### src/rtl/ring_johnson_counter_n.sv
// N-bit ring / Johnson shift counter with load, illegal-state
// detection, optional self-correction and a wrap counter.
module ring_johnson_counter_n #(
  parameter int N            = 4,
  parameter int CNT_W        = 8,
  parameter bit SELF_CORRECT = 1'b1
) (
  input  logic             CLK,
  input  logic             OverRide_IN,
  input  logic             EN,
  input  logic             MODE,
  input  logic             DIR,
  input  logic             LOAD,
  input  logic [N-1:0]     LOAD_VAL,
  output logic [N-1:0]     Q,
  output logic             TC,
  output logic             ERR,
  output logic [CNT_W-1:0] WRAP_CNT
);

  logic [N-1:0] start_pat;
  logic [N-1:0] shift_q;
  logic [N-2:0] edges;
  logic         fix;
  logic         wrap_hit;

  always_comb begin
    start_pat = '0;
    if (!MODE) start_pat[0] = 1'b1;
  end

  // a Johnson code has at most one boundary between adjacent bits
  assign edges = Q[N-2:0] ^ Q[N-1:1];

  always_comb begin
    if (MODE) ERR = ($countones(edges) > 1);
    else      ERR = ($countones(Q) != 1);
  end

  always_comb begin
    shift_q = Q;
    unique case ({MODE, DIR})
      2'b00: shift_q = {Q[N-2:0], Q[N-1]};
      2'b01: shift_q = {Q[0], Q[N-1:1]};
      2'b10: shift_q = {Q[N-2:0], ~Q[N-1]};
      2'b11: shift_q = {~Q[0], Q[N-1:1]};
    endcase
  end

  assign fix      = EN & ERR & SELF_CORRECT;
  assign wrap_hit = EN & ~fix & (shift_q == start_pat);

  always_ff @(negedge CLK) begin
    if (!OverRide_IN) begin
      Q        <= start_pat;
      TC       <= 1'b0;
      WRAP_CNT <= '0;
    end else if (LOAD) begin
      Q        <= LOAD_VAL;
      TC       <= 1'b0;
      WRAP_CNT <= '0;
    end else if (fix) begin
      Q  <= start_pat;
      TC <= 1'b0;
    end else if (EN) begin
      Q  <= shift_q;
      TC <= wrap_hit;
      if (wrap_hit) WRAP_CNT <= WRAP_CNT + CNT_W'(1);
    end else begin
      TC <= 1'b0;
    end
  end

endmodule

### config.mk
export PLATFORM = sky130hd
export DESIGN_NAME = ring_johnson_counter_n
export DESIGN_NICKNAME = d
export VERILOG_FILES = /design/src/rtl/ring_johnson_counter_n.sv
export SDC_FILE = /design/constraint.sdc
export NUM_CORES = 1
export LEC_CHECK = 0
export ABC_AREA = 1
export BUFFER_PORTS_ARGS = -buffer_cell sky130_fd_sc_hd__buf_4
export CORE_UTILIZATION = 24
export DETAILED_ROUTE_END_ITERATION = 16
export PLACE_DENSITY = 0.41
export SYNTH_ARGS = -nofsm -noshare
export SYNTH_HDL_FRONTEND = slang
export SYNTH_SLANG_ARGS = --single-unit
### constraint.sdc
create_clock -name CLK -period 2.5 [get_ports CLK]
set_input_delay 0.25 -clock CLK [delete_from_list [all_inputs] [get_ports CLK]]
set_output_delay 0.25 -clock CLK [all_outputs]
set_load 0.02 [all_outputs]
==> out/qor.yml <==
outcome:
  status: "finished with violations"
  violations: "setup timing"
cells_and_area:
  final_common_cell: "buf_4"
  utilization_pct: 45.5
  n_antenna_cell: 0
  drive_gt1_share_pct: 45.2
  final_cell_mix: "buf_4, inv_1, nand2_1"
  final_cell_area_um2: 1700
  syn2layout_area_growth_pct: 76.6
  fin_nets: 238
  instances_no_fill: 269
global_route:
  track_usage_pct: 15.0
  grt_max_degree: 8
  grt_pass1_wl_mm: 4.92
  grt_pass1_vias: 1157
  grt_overflow_total: 0
  antenna_found_initial: 0
floorplanning:
  io_pins: 24
  start_util_pct: 25.7
  core_area_um2: 3740
  die_h_um: 65.4
  floorplan.rows: 22
  die_w_um: 65.4
  die_area_um2: 4270
critical_path:
  cp_slowest_cell: "fa_1"
  crit_path_end_kind: "output pin"
  max_stage_delay_ps: 540
  crit_chain: "inv_2 > fa_1 > inv_1 > ha_2 > ha_4 > nor2_4 > nand3_4 > nand2_4 > inv_4 > buf_6"
  worstPathArrival_ps: 3320
  cp.required_ps: 2250
  critPathMaxFanout: 2
  critPathKind: "reg2out"
  cp-start-kind: "register"
logic_synthesis:
  synth_top_area_share_pct: 24.9
  synth_top_area_cell: "dfxtp_1"
  synth.distinct_cells: 25
  syn_inst: 141
  syn_nets: 157
  ys_ff_latch: 13
  synth.yosys.seq_area_share_pct: 28.1
  synthFlopType: "dfxtp_1"
  synth.avg_cell_area_um2: 6.83
  synth_area_um2: 963
  async_reset_ff_share_pct: 0
  synth-edff-count: 1
  synth_area_leaders: "dfxtp_1, nand2_1, inv_1"
  yosys_warnings: 0
drt:
  drt-total-wl_mm: 2.85
  antenna_left: 0
  wl_per_cell_um: 10.6
  via_count: 1151
  remaining_drc_errors: 0
  drt_pass1_iterations: 4
  first_iter_violations: 16
  routed_via_density: 4.28
run:
  cap_violations: 0
timing:
  tightest_slew_ps: 297
  hold_violations: 0
  maxSlewHeadroom_pct: 80.2
  rsz0062_at_grt: "yes"
  finalWorstSetupSlack_ps: -1070
  setup_viol: 8
  fin_worst_skew_ps: 9.99
  tns_ps: -7010
  maxSlewViolCount: 0
power:
  p_per_area_nw_per_um2: 476
  p_leak_nw: 0.879
  power_mw: 0.810
  ir_worst_vdd_v: 0.000299
clock_tree:
  clock_latency_ps: 320
  clk_pin_slew_ps: 30
  cts-root-buf: "clkbuf_8"
  htree_levels: 1
  cts.sink_count: 13
  cts_tree: "done"
  clockBufferDepth: 2
  numCtsBuffers: 3
hold_path:
  hold_path.class: "reg2reg"
placement:
  hpwl_mm: 2.14
  placed_cells: 238
  placed_area_um2: 1410
  gp_congestion: 0.780
  portBuffers: 23
through the flow:
stage,hold WS [ps],setup slack [ps]
2_1_floorplan,544,-939
3_3_place_gp,478,-862
3_5_place_dp,481,-898
4_1_cts,490,-1140
5_1_grt,529,-1180
6_report,485,-1070
cells in the mapped netlist (all sizes together) (2+ instances only):
| library cell | n |
|---|---|
| a21oi | 12 |
| a22oi | 3 |
| dfxtp | 12 |
| ha | 5 |
| inv | 22 |
| nand2 | 39 |
| nand3 | 15 |
| nand4 | 6 |
| nor2 | 12 |
| nor3 | 2 |
| o21ai | 2 |
| xnor2 | 3 |
| xor2 | 4 |
flip-flops by register name, indices dropped and copies added, names as in the netlist:
register / flops
WRAP_CNT: 8
Q: 4
TC: 1
critical path, delay by kind of cell (launching register included):
family,cells,cell delay (ps)
fa+ha+maj,3,930
buf+inv,4,240
flops,1,320
simple gates,3,270
power breakdown:
part           internal, mW  switching, mW
clock network         0.136          0.129
registers             0.218        0.00520
logic                 0.169          0.152
total                 0.524          0.286
area by class of cell:
type | instances | area (µm²)
Clock buffer | 3 | 41.3
Inverter | 22 | 90.1
Fill cell | 404 | 2040
Sequential cell | 13 | 273
Multi-Input combinational cell | 105 | 689
Timing Repair Buffer | 64 | 495
Tap cell | 48 | 60.1
Clock inverter | 14 | 52.6
per-layer routing:
metal | GRT usage, % | up-vias | part of all wire, %
met1 | 18.3 | 509 | 48
li1 | - | 620 | -
met4 | 6.52 | 0 | 1.3
met2 | 24.1 | 18 | 47
met3 | 4.69 | 4 | 3.8
met5 | 0 | - | 0
final timing paths:
check / startpoint / slack [ps] / cells after the start / to
min: WRAP_CNT[0]$_SDFFE_NP0P_ / 480 / 1 / WRAP_CNT[0]$_SDFFE_NP0P_
max reg2reg: Q[3]$_SDFFE_NN0P_ / -1000 / 22 / WRAP_CNT[5]$_SDFFE_NP0P_
max: Q[3]$_SDFFE_NN0P_ / -1070 / 10 / ERR
min reg2reg: WRAP_CNT[0]$_SDFFE_NP0P_ / 480 / 1 / WRAP_CNT[0]$_SDFFE_NP0P_
timing repair:
action / CTS / global route
setup endpoints to repair: 3 / 11
gates cloned: 0 / 0
hold buffers: 0 / 0
pin swaps: 9 / 12
buffers inserted: 12 / 7
resized for setup: 8 / 17
logic make-up (layout without fill, tap and decap cells):
kind of cell    count (synthesis)  after routing  synth area share (%)
flops                          13             13                  28.1
fa+ha+maj                       6              6                  8.57
compound gates                 18             18                  11.9
simple gates                   74             74                  36.1
xor+xnor                        7              7                  6.36
buf+inv                        23            103                  8.96
Note: power is estimated with default switching activity, not from simulation.
